File: src/rtl/conv3x3_engine_if.sv
// rtl/conv3x3_engine_if.sv - Byte-lane input bus, control pulses and result outputs of the 3x3 convolution engine.
interface conv3x3_engine_if #(
  parameter int DATA_W = 8,
  parameter int ACC_W  = 20
);
  logic              load_filter;
  logic              start;
  logic [DATA_W-1:0] arr_in0,  arr_in1,  arr_in2,  arr_in3;
  logic [DATA_W-1:0] arr_in4,  arr_in5,  arr_in6,  arr_in7;
  logic [DATA_W-1:0] arr_in8,  arr_in9,  arr_in10, arr_in11;
  logic [DATA_W-1:0] arr_in12, arr_in13, arr_in14, arr_in15;
  logic              busy;
  logic              done;
  logic              filter_loaded;
  logic [ACC_W-1:0]  result0, result1, result2, result3;

  modport master (
    output load_filter, start,
    output arr_in0, arr_in1, arr_in2, arr_in3, arr_in4, arr_in5, arr_in6, arr_in7,
    output arr_in8, arr_in9, arr_in10, arr_in11, arr_in12, arr_in13, arr_in14, arr_in15,
    input  busy, done, filter_loaded, result0, result1, result2, result3
  );

  modport slave (
    input  load_filter, start,
    input  arr_in0, arr_in1, arr_in2, arr_in3, arr_in4, arr_in5, arr_in6, arr_in7,
    input  arr_in8, arr_in9, arr_in10, arr_in11, arr_in12, arr_in13, arr_in14, arr_in15,
    output busy, done, filter_loaded, result0, result1, result2, result3
  );
endinterface

File: src/rtl/conv3x3_engine.sv
// rtl/conv3x3_engine.sv - 3x3 filter over a 4x4 matrix, four 2x2 outputs, one shared MAC per clock.
module conv3x3_engine #(
  parameter int DATA_W = 8,
  parameter int ACC_W  = 20
) (
  input  logic             clk,
  input  logic             rst,
  conv3x3_engine_if.slave  bus
);
  localparam logic [1:0] S_IDLE = 2'd0;
  localparam logic [1:0] S_MAC  = 2'd1;
  localparam logic [1:0] S_DONE = 2'd2;

  logic [1:0]        state_q, state_d;
  logic [DATA_W-1:0] f_q [9];
  logic [DATA_W-1:0] f_d [9];
  logic [DATA_W-1:0] m_q [16];
  logic [DATA_W-1:0] m_d [16];
  logic [ACC_W-1:0]  acc_q, acc_d;
  logic [1:0]        pos_q, pos_d;
  logic [3:0]        tap_q, tap_d;
  logic [ACC_W-1:0]  res_q [4];
  logic [ACC_W-1:0]  res_d [4];
  logic              fl_q, fl_d;

  logic [DATA_W-1:0]   lane [16];
  logic [1:0]          ti, tj;
  logic [1:0]          row, col;
  logic [DATA_W-1:0]   f_sel, m_sel;
  logic [2*DATA_W-1:0] prod;
  logic [ACC_W-1:0]    acc_sum;

  assign lane[0]  = bus.arr_in0;   assign lane[1]  = bus.arr_in1;
  assign lane[2]  = bus.arr_in2;   assign lane[3]  = bus.arr_in3;
  assign lane[4]  = bus.arr_in4;   assign lane[5]  = bus.arr_in5;
  assign lane[6]  = bus.arr_in6;   assign lane[7]  = bus.arr_in7;
  assign lane[8]  = bus.arr_in8;   assign lane[9]  = bus.arr_in9;
  assign lane[10] = bus.arr_in10;  assign lane[11] = bus.arr_in11;
  assign lane[12] = bus.arr_in12;  assign lane[13] = bus.arr_in13;
  assign lane[14] = bus.arr_in14;  assign lane[15] = bus.arr_in15;

  // Tap t maps to filter row t/3 and column t%3.
  always_comb begin
    ti    = 2'd0;
    tj    = 2'd0;
    f_sel = '0;
    case (tap_q)
      4'd0: begin ti = 2'd0; tj = 2'd0; f_sel = f_q[0]; end
      4'd1: begin ti = 2'd0; tj = 2'd1; f_sel = f_q[1]; end
      4'd2: begin ti = 2'd0; tj = 2'd2; f_sel = f_q[2]; end
      4'd3: begin ti = 2'd1; tj = 2'd0; f_sel = f_q[3]; end
      4'd4: begin ti = 2'd1; tj = 2'd1; f_sel = f_q[4]; end
      4'd5: begin ti = 2'd1; tj = 2'd2; f_sel = f_q[5]; end
      4'd6: begin ti = 2'd2; tj = 2'd0; f_sel = f_q[6]; end
      4'd7: begin ti = 2'd2; tj = 2'd1; f_sel = f_q[7]; end
      4'd8: begin ti = 2'd2; tj = 2'd2; f_sel = f_q[8]; end
      default: begin ti = 2'd0; tj = 2'd0; f_sel = '0; end
    endcase
  end

  assign row     = {1'b0, pos_q[1]} + ti;
  assign col     = {1'b0, pos_q[0]} + tj;
  assign m_sel   = m_q[{row, col}];
  assign prod    = f_sel * m_sel;
  assign acc_sum = acc_q + {{(ACC_W-2*DATA_W){1'b0}}, prod};

  always_comb begin
    state_d = state_q;
    f_d     = f_q;
    m_d     = m_q;
    acc_d   = acc_q;
    pos_d   = pos_q;
    tap_d   = tap_q;
    res_d   = res_q;
    fl_d    = fl_q;
    case (state_q)
      S_IDLE: begin
        // start takes priority: the lanes then carry matrix data.
        if (bus.start) begin
          m_d     = lane;
          acc_d   = '0;
          pos_d   = 2'd0;
          tap_d   = 4'd0;
          state_d = S_MAC;
        end else if (bus.load_filter) begin
          for (int i = 0; i < 9; i++) f_d[i] = lane[i];
          fl_d = 1'b1;
        end
      end
      S_MAC: begin
        if (tap_q == 4'd8) begin
          res_d[pos_q] = acc_sum;
          acc_d        = '0;
          tap_d        = 4'd0;
          pos_d        = pos_q + 2'd1;
          if (pos_q == 2'd3) state_d = S_DONE;
        end else begin
          acc_d = acc_sum;
          tap_d = tap_q + 4'd1;
        end
      end
      S_DONE:  state_d = S_IDLE;
      default: state_d = S_IDLE;
    endcase
  end

  always_ff @(posedge clk or negedge rst) begin
    if (!rst) begin
      state_q <= S_IDLE;
      for (int i = 0; i < 9; i++)  f_q[i]   <= '0;
      for (int i = 0; i < 16; i++) m_q[i]   <= '0;
      for (int i = 0; i < 4; i++)  res_q[i] <= '0;
      acc_q   <= '0;
      pos_q   <= 2'd0;
      tap_q   <= 4'd0;
      fl_q    <= 1'b0;
    end else begin
      state_q <= state_d;
      f_q     <= f_d;
      m_q     <= m_d;
      res_q   <= res_d;
      acc_q   <= acc_d;
      pos_q   <= pos_d;
      tap_q   <= tap_d;
      fl_q    <= fl_d;
    end
  end

  assign bus.busy          = (state_q != S_IDLE);
  assign bus.done          = (state_q == S_DONE);
  assign bus.filter_loaded = fl_q;
  assign bus.result0       = res_q[0];
  assign bus.result1       = res_q[1];
  assign bus.result2       = res_q[2];
  assign bus.result3       = res_q[3];
endmodule
File: src/flat_wrapper.sv
// flat-port wrapper written by rule: the top's interface ports become plain ports
module conv3x3_engine_flat 
#(
  parameter int DATA_W = 8,
  parameter int ACC_W  = 20
)
  (clk, rst, bus_load_filter, bus_start, bus_arr_in0, bus_arr_in1, bus_arr_in2, bus_arr_in3, bus_arr_in4, bus_arr_in5, bus_arr_in6, bus_arr_in7, bus_arr_in8, bus_arr_in9, bus_arr_in10, bus_arr_in11, bus_arr_in12, bus_arr_in13, bus_arr_in14, bus_arr_in15, bus_busy, bus_done, bus_filter_loaded, bus_result0, bus_result1, bus_result2, bus_result3);
  conv3x3_engine_if #(.DATA_W(DATA_W), .ACC_W(ACC_W)) bus_i ();
  input  logic clk;
  input  logic rst;
  input wire logic [$bits(bus_i.load_filter)-1:0] bus_load_filter;
  input wire logic [$bits(bus_i.start)-1:0] bus_start;
  input wire logic [$bits(bus_i.arr_in0)-1:0] bus_arr_in0;
  input wire logic [$bits(bus_i.arr_in1)-1:0] bus_arr_in1;
  input wire logic [$bits(bus_i.arr_in2)-1:0] bus_arr_in2;
  input wire logic [$bits(bus_i.arr_in3)-1:0] bus_arr_in3;
  input wire logic [$bits(bus_i.arr_in4)-1:0] bus_arr_in4;
  input wire logic [$bits(bus_i.arr_in5)-1:0] bus_arr_in5;
  input wire logic [$bits(bus_i.arr_in6)-1:0] bus_arr_in6;
  input wire logic [$bits(bus_i.arr_in7)-1:0] bus_arr_in7;
  input wire logic [$bits(bus_i.arr_in8)-1:0] bus_arr_in8;
  input wire logic [$bits(bus_i.arr_in9)-1:0] bus_arr_in9;
  input wire logic [$bits(bus_i.arr_in10)-1:0] bus_arr_in10;
  input wire logic [$bits(bus_i.arr_in11)-1:0] bus_arr_in11;
  input wire logic [$bits(bus_i.arr_in12)-1:0] bus_arr_in12;
  input wire logic [$bits(bus_i.arr_in13)-1:0] bus_arr_in13;
  input wire logic [$bits(bus_i.arr_in14)-1:0] bus_arr_in14;
  input wire logic [$bits(bus_i.arr_in15)-1:0] bus_arr_in15;
  output wire logic [$bits(bus_i.busy)-1:0] bus_busy;
  output wire logic [$bits(bus_i.done)-1:0] bus_done;
  output wire logic [$bits(bus_i.filter_loaded)-1:0] bus_filter_loaded;
  output wire logic [$bits(bus_i.result0)-1:0] bus_result0;
  output wire logic [$bits(bus_i.result1)-1:0] bus_result1;
  output wire logic [$bits(bus_i.result2)-1:0] bus_result2;
  output wire logic [$bits(bus_i.result3)-1:0] bus_result3;
  assign bus_i.load_filter = bus_load_filter;
  assign bus_i.start = bus_start;
  assign bus_i.arr_in0 = bus_arr_in0;
  assign bus_i.arr_in1 = bus_arr_in1;
  assign bus_i.arr_in2 = bus_arr_in2;
  assign bus_i.arr_in3 = bus_arr_in3;
  assign bus_i.arr_in4 = bus_arr_in4;
  assign bus_i.arr_in5 = bus_arr_in5;
  assign bus_i.arr_in6 = bus_arr_in6;
  assign bus_i.arr_in7 = bus_arr_in7;
  assign bus_i.arr_in8 = bus_arr_in8;
  assign bus_i.arr_in9 = bus_arr_in9;
  assign bus_i.arr_in10 = bus_arr_in10;
  assign bus_i.arr_in11 = bus_arr_in11;
  assign bus_i.arr_in12 = bus_arr_in12;
  assign bus_i.arr_in13 = bus_arr_in13;
  assign bus_i.arr_in14 = bus_arr_in14;
  assign bus_i.arr_in15 = bus_arr_in15;
  assign bus_busy = bus_i.busy;
  assign bus_done = bus_i.done;
  assign bus_filter_loaded = bus_i.filter_loaded;
  assign bus_result0 = bus_i.result0;
  assign bus_result1 = bus_i.result1;
  assign bus_result2 = bus_i.result2;
  assign bus_result3 = bus_i.result3;
  conv3x3_engine #(.DATA_W(DATA_W), .ACC_W(ACC_W)) u_core (.clk(clk), .rst(rst), .bus(bus_i));
endmodule
File: config.mk
export PLATFORM = sky130hd
export DESIGN_NAME = conv3x3_engine_flat
export DESIGN_NICKNAME = d
export VERILOG_FILES = /design/src/rtl/conv3x3_engine_if.sv /design/src/rtl/conv3x3_engine.sv /design/src/flat_wrapper.sv
export SDC_FILE = /design/constraint.sdc
export NUM_CORES = 1
export LEC_CHECK = 0
export BUFFER_PORTS_ARGS = -buffer_cell sky130_fd_sc_hd__buf_2
export CAP_MARGIN = 10
export CORE_UTILIZATION = 53
export DETAILED_ROUTE_END_ITERATION = 10
export PLACE_DENSITY = 0.79
export SYNTH_ARGS = -nofsm -noshare
export SYNTH_HDL_FRONTEND = slang
export SYNTH_SLANG_ARGS = --single-unit
File: constraint.sdc
create_clock -name clk -period 6.7 [get_ports clk]
set_input_delay 1.34 -clock clk [delete_from_list [all_inputs] [get_ports clk]]
set_output_delay 1.34 -clock clk [all_outputs]
set_load 0.03 [all_outputs]
==> run_results.csv, run 1 <==
group,metric,value,unit
timing,fmax,153,MHz
route,drt-initial-drc-count,869,
synth,synth_area_per_cell,12.3,um^2
status,status,"complete, no violations",
final_layout,fin_nets,1822,
cts,clkTransAtPathRegs,60,ps
final_layout,drive_gt1_frac,0.423,
synth,postSynthCellCount,1334,
hold_path,min_from,"u_core.bus.result1[9]",
synth,synth_edf_count,0,
setup_path,ff2ff_setup_slack,170,ps
final_layout,final_util,0.657,
place,dp_hpwl,29600,um
die,rows,63,
die,start_util,0.545,
cts,cts_tree,"yes",
die,ios,215,
route,ant_nets,0,
setup_path,crit_required,7160,ps
timing,hold_viol,0,
grt,grt_start_max_net_pins,125,
setup_path,r2r-start,"u_core.tap_q[1]",
timing,relSlewSlack,0.286,
timing,skew,8.97,ps
final_layout,layout_common_cells,"309 x dfrtp_1, 233 x mux2_2, 213 x buf_2",
cts,h-tree-depth,1,
synth,yosysSeqAreaShare,0.473,
route,drc_errors,0,
timing,finalMaxSlewViolations,0,
cts,cts.sink_count,309,
setup_path,cp_max_fo,6,
grt,antenna_found_initial,1,
grt,grt_pass1_vias,11900,
cts,cts_buffers,31,
die,die_h,178,um
route,dr.pass1.iters,7,
cts,ctsHoldBuffers,0,
cts,cts_max_path_buffers,3,
die,die_w,178,um
die,dieArea,31600,um^2
synth,syn_area,16400,um^2
setup_path,worstSetupEndpointType,"flip-flop",
place,gp_congestion,0.903,
route,routed_via_density,5.81,
cts,cts-root-buf,"clkbuf_16",
setup_path,worstReg2RegEnd,"u_core.bus.result3[10]",
final_layout,layout_commonest_cell,"dfrtp_1",
synth,synth_top_flop_cell,"dfrtp_1",
synth,ys_async_sr_fraction,1.00,
timing,setup-violations-final,0,
timing,setup_ws,169,ps
setup_path,arrival,6990,ps
timing,worst_slew_pin_slew,1070,ps
setup_path,worst-setup-path-type,"flip-flop to flip-flop",
place,place_area,18200,um^2
flow_run,drv_cap,0,
timing,holdWs,473,ps
cts,clk_latency,560,ps
place,portBuffers,214,
hold_path,min_to,"u_core.bus.result1[9]",
route,totalWireLength,42000,um
hold_path,hp-class,"flip-flop to flip-flop",
place,dp_slack,-157,ps
synth,ys_types,67,
final_layout,area_growth,20.6,%
synth,syn_nets,1567,
final_layout,final_area,19700,um^2
die,core_area,30000,um^2
synth,ys_ff_latch,309,
synth,yosys_warnings,0,
timing,final.period_utilization,0.975,
grt,grt_pass1_wl,64500,um
setup_path,r2r.worst_path.cells,24,
grt,grt_overflow,0,
grt,track_usage,0.267,
route,wl_per_cell,21.0,um
route,vias,11600,
setup_path,start_kind,"flip-flop",
timing,fin_crit,6530,ps
hold_path,hold_depth,2,
-- synthesized netlist by cell type (all sizes together) (11+ instances only) --
library cell  number  area [um^2]
mux2             240         2700
a22o              12          105
a21oi             22          121
nor2b             11         76.3
nor3              14         70.1
inv              100          375
nor2              66          248
clkbuf            41          154
nand2b            15         93.8
mux2i             26          260
o21ai             50          250
nand2            112          420
buf               33          198
fa                50         1000
a31oi             12         75.1
ha                51          638
mux4              31          706
dfrtp            309         7730
-- cell type report --
class                   count  area (um^2)
fillers                  2162        10300
multi-input cells         851         8250
repair buffers            296         1880
flip-flops and latches    309         7730
diodes                      2         5.00
inverters                 100          375
well taps                 390          488
clock inverters            12          135
clock buffers              43          861
-- how the worst max path moves through the flow --
| stage | cells after the start | slack [ps] | from | endpoint |
|---|---|---|---|---|
| after detailed placement | 27 | -160 | u_core.tap_q[0] | u_core.acc_q[10] |
| after CTS | 24 | 7 | u_core.tap_q[1] | u_core.bus.result0[10] |
| after global placement | 27 | -30 | u_core.tap_q[0] | u_core.bus.result1[10] |
| after global routing | 29 | -60 | u_core.tap_q[1] | u_core.bus.result2[15] |
| final | 24 | 170 | u_core.tap_q[1] | u_core.bus.result3[10] |
| after floorplan | 28 | 8 | u_core.tap_q[0] | u_core.bus.result0[10] |
-- metrics by stage --
step           instances  TNS, ps
2_1_floorplan       1334        0
3_3_place_gp        1927     -199
3_5_place_dp        1927    -2660
4_1_cts             1984        0
5_1_grt             2002     -671
6_report            2003        0
-- worst max-delay path: stages, from the launching register on --
cell	delay (ps)
dfrtp_1	430
inv_2	80
ha_2	180
nand2b_4	150
o22ai_4	110
nor2_2	70
ha_4	430
clkbuf_16	200
mux4_2	540
mux2i_1	220
mux2i_2	150
and2_1	200
fa_1	380
fa_1	490
inv_1	60
fa_1	460
fa_1	540
inv_1	60
ha_4	240
a21o_1	190
a21oi_2	150
a21bo_2	160
or4b_2	600
o311a_4	180
o21ai_0	150
-- cells by family (layout without fill, tap and decap cells) --
| kind of cell | count (synthesis) | after routing | synth area share |
|---|---|---|---|
| DFF | 309 | 309 | 0.473 |
| AOI/OAI and AO/OA | 180 | 180 | 0.0783 |
| adders and majority gates | 101 | 101 | 0.100 |
| muxes | 297 | 297 | 0.224 |
| buffers and inverters | 174 | 451 | 0.0444 |
| other | 0 | 2 | 0 |
| and+or+nand+nor | 261 | 261 | 0.0724 |
| xor gates and xnor gates | 12 | 12 | 0.00757 |
-- sequential cells by signal, indices dropped and copies added, names as in the netlist --
register                  flops
u_core.m_q                  128
u_core.f_q                   72
u_core.acc_q                 20
u_core.bus.result0           20
u_core.bus.result1           20
u_core.bus.result2           20
u_core.bus.result3           20
u_core.tap_q                  4
u_core.pos_q                  2
u_core.state_q                2
u_core.bus.filter_loaded      1
-- layer usage --
metal,vias up,global-route usage,routed length [um]
li1,5189,-,-
met1,5905,0.349,16600
met2,439,0.446,20800
met3,102,0.0437,3060
met4,0,0.103,1480
met5,-,0,0
-- timing repair --
item                                    CTS  global route
pin swaps                                 0            20
gates resized for setup                   6            66
setup buffers                             1            13
cloned                                    1             4
endpoints found under the setup margin   37            60
Power of run 1 is left out: the tool's default activity adds up to more than one toggle a clock period on the data nets, which glitch-free logic cannot reach.
==> run 2: changes to the inputs <==
==> constraint.sdc (replaced) <==
create_clock -name clk -period 6.7 [get_ports clk]
set_input_delay 0.335 -clock clk [delete_from_list [all_inputs] [get_ports clk]]
set_output_delay 0.335 -clock clk [all_outputs]
set_load 0.005 [all_outputs]
==> run 2 against run 1 <==
Net effect:
- critical endpoint is now u_core.bus.result0[14]
- global-route usage increased by 0.90 points
- clock skew increased by 6.7 ps
- sequential share of layout area decreased by 0.41 points
- fmax decreased by 0.28%
- first-iteration DRC count increased by 13%
- flip-flop and latch count unchanged
- largest cell class unchanged
==> run_results.csv, run 2 (same netlist as run 1, synthesis figures left out) <==
group,metric,value,unit
cts,cts_max_path_buffers,3,
grt,grt_start_max_net_pins,189,
grt,grt_pass1_vias,12300,
timing,hold_viol,0,
cts,cts_tree,"yes",
route,vias,12000,
cts,clkTransAtPathRegs,60,ps
place,place_area,18200,um^2
setup_path,r2r.worst_path.cells,27,
place,portBuffers,214,
setup_path,cp_common_cell,"fa_1",
final_layout,reg_top3,"u_core.m_q (128), u_core.f_q (72)",
final_layout,drive_gt1_frac,0.425,
die,dieArea,31600,um^2
hold_path,hold_depth,2,
grt,grt_pass1_wl,66300,um
cts,cts_buffers,34,
flow_run,drv_cap,0,
timing,finalMaxSlewViolations,0,
setup_path,start_kind,"flip-flop",
final_layout,layout.cells.non_filler,2016,
route,totalWireLength,43100,um
status,status,"complete, no violations",
timing,relSlewSlack,0.159,
timing,fin_crit,6550,ps
route,routed_via_density,5.93,
setup_path,cp_top_family,"adder cells",
route,top_layer,"met4",
setup_path,worst-setup-path-type,"flip-flop to flip-flop",
setup_path,arrival,6910,ps
setup_path,crit_slowest_cell,"mux4_2",
setup_path,crit_path_max_incr_delay,530,ps
die,ios,215,
route,wl_met2,21000,um
final_layout,final_area,19900,um^2
timing,tns,0,ps
cts,clk_latency,530,ps
die,core_area,30000,um^2
hold_path,hp-class,"input port to flip-flop",
setup_path,critPathBufInv,7,
cts,cts-root-buf,"clkbuf_16",
place,placed_cells,1930,
setup_path,worstSetupEndpointType,"flip-flop",
timing,setup-violations-final,0,
route,wl_met1,16900,um
setup_path,cp_max_fo,9,
final_layout,largest_reg_flops,128,
cts,h-tree-depth,2,
setup_path,crit_required,7060,ps
final_layout,fin_nets,1833,
final_layout,layout_common_cells,"309 x dfrtp_1, 232 x mux2_2, 213 x buf_2",
cts,cts.sink_count,309,
final_layout,regMostFlops,"u_core.m_q",
route,wl_per_cell,21.4,um
die,die_h,178,um
final_layout,layout_commonest_cell,"dfrtp_1",
grt,track_usage,0.276,
die,die_w,178,um
grt,grt_overflow,0,
route,drt-initial-drc-count,983,
place,gp_congestion,0.924,
final_layout,area_growth,21.9,%
place,dp_hpwl,30100,um
timing,fmax,153,MHz
setup_path,cp.depth,27,
route,ant_nets,0,
route,drc_errors,0,
die,rows,63,
timing,worst_slew_pin_slew,1260,ps
route,dr.pass1.iters,6,
die,start_util,0.545,
timing,skew,15.7,ps
timing,final.period_utilization,0.978,
route,routed-wl-met3,3270,um
grt,antenna_found_initial,1,
[run 2: cell count changes in the layout (fill, tap and decap cells not counted), sizes merged]
cell / delta
clkbuf: +2
clkinvlp: +2
bufinv: +1
dlygate4sd3: +1
buf: +8
xnor2: +1
diode: -1
clkinv: -5
inv: +4
[run 2: final timing paths]
| check | to | from | slack (ps) |
|---|---|---|---|
| worst min register to register | u_core.bus.filter_loaded | u_core.bus.filter_loaded | 480 |
| worst min-delay path | u_core.m_q[48] | bus_arr_in9[0] | 40 |
| min in group asynchronous | u_core.bus.filter_loaded | rst | 490 |
| max in group asynchronous | u_core.m_q[41] | rst | 4550 |
| worst max register to register | u_core.bus.result0[14] | u_core.tap_q[1] | 150 |
| worst max-delay path | u_core.bus.result0[14] | u_core.tap_q[1] | 150 |
[run 2: timing repair]
item	in CTS	in global routing
hold buffers	1	0
setup endpoints to repair	39	60
pin swaps	2	21
buffers inserted	3	16
gates cloned	1	3
hold endpoints to repair	111	0
gates resized for setup	8	64
[run 2: metal layers]
| layer | GRT usage | up-vias |
|---|---|---|
| met4 | 0.120 | 0 |
| li1 | - | 5219 |
| met2 | 0.445 | 539 |
| met5 | 0 | - |
| met1 | 0.354 | 6081 |
| met3 | 0.0688 | 121 |
[run 2: layout make-up]
type,count,area [um^2]
Antenna cell,1,2.50
Clock buffer,47,961
Clock inverter,14,211
Fill cell,2067,10100
Inverter,100,375
Multi-Input combinational cell,852,8250
Sequential cell,309,7730
Tap cell,390,488
Timing Repair Buffer,303,1920
[run 2: metrics by stage]
stage	setup slack, ps	hold slack [ps]	utilization
after floorplan	8.17	39.4	-
after global placement	-12.7	456	0.605
after detailed placement	-130	459	0.605
after CTS	25.3	33.1	0.648
after global routing	-152	30.0	0.664
final	151	37.5	0.664
Power of run 2 is left out for the same reason.
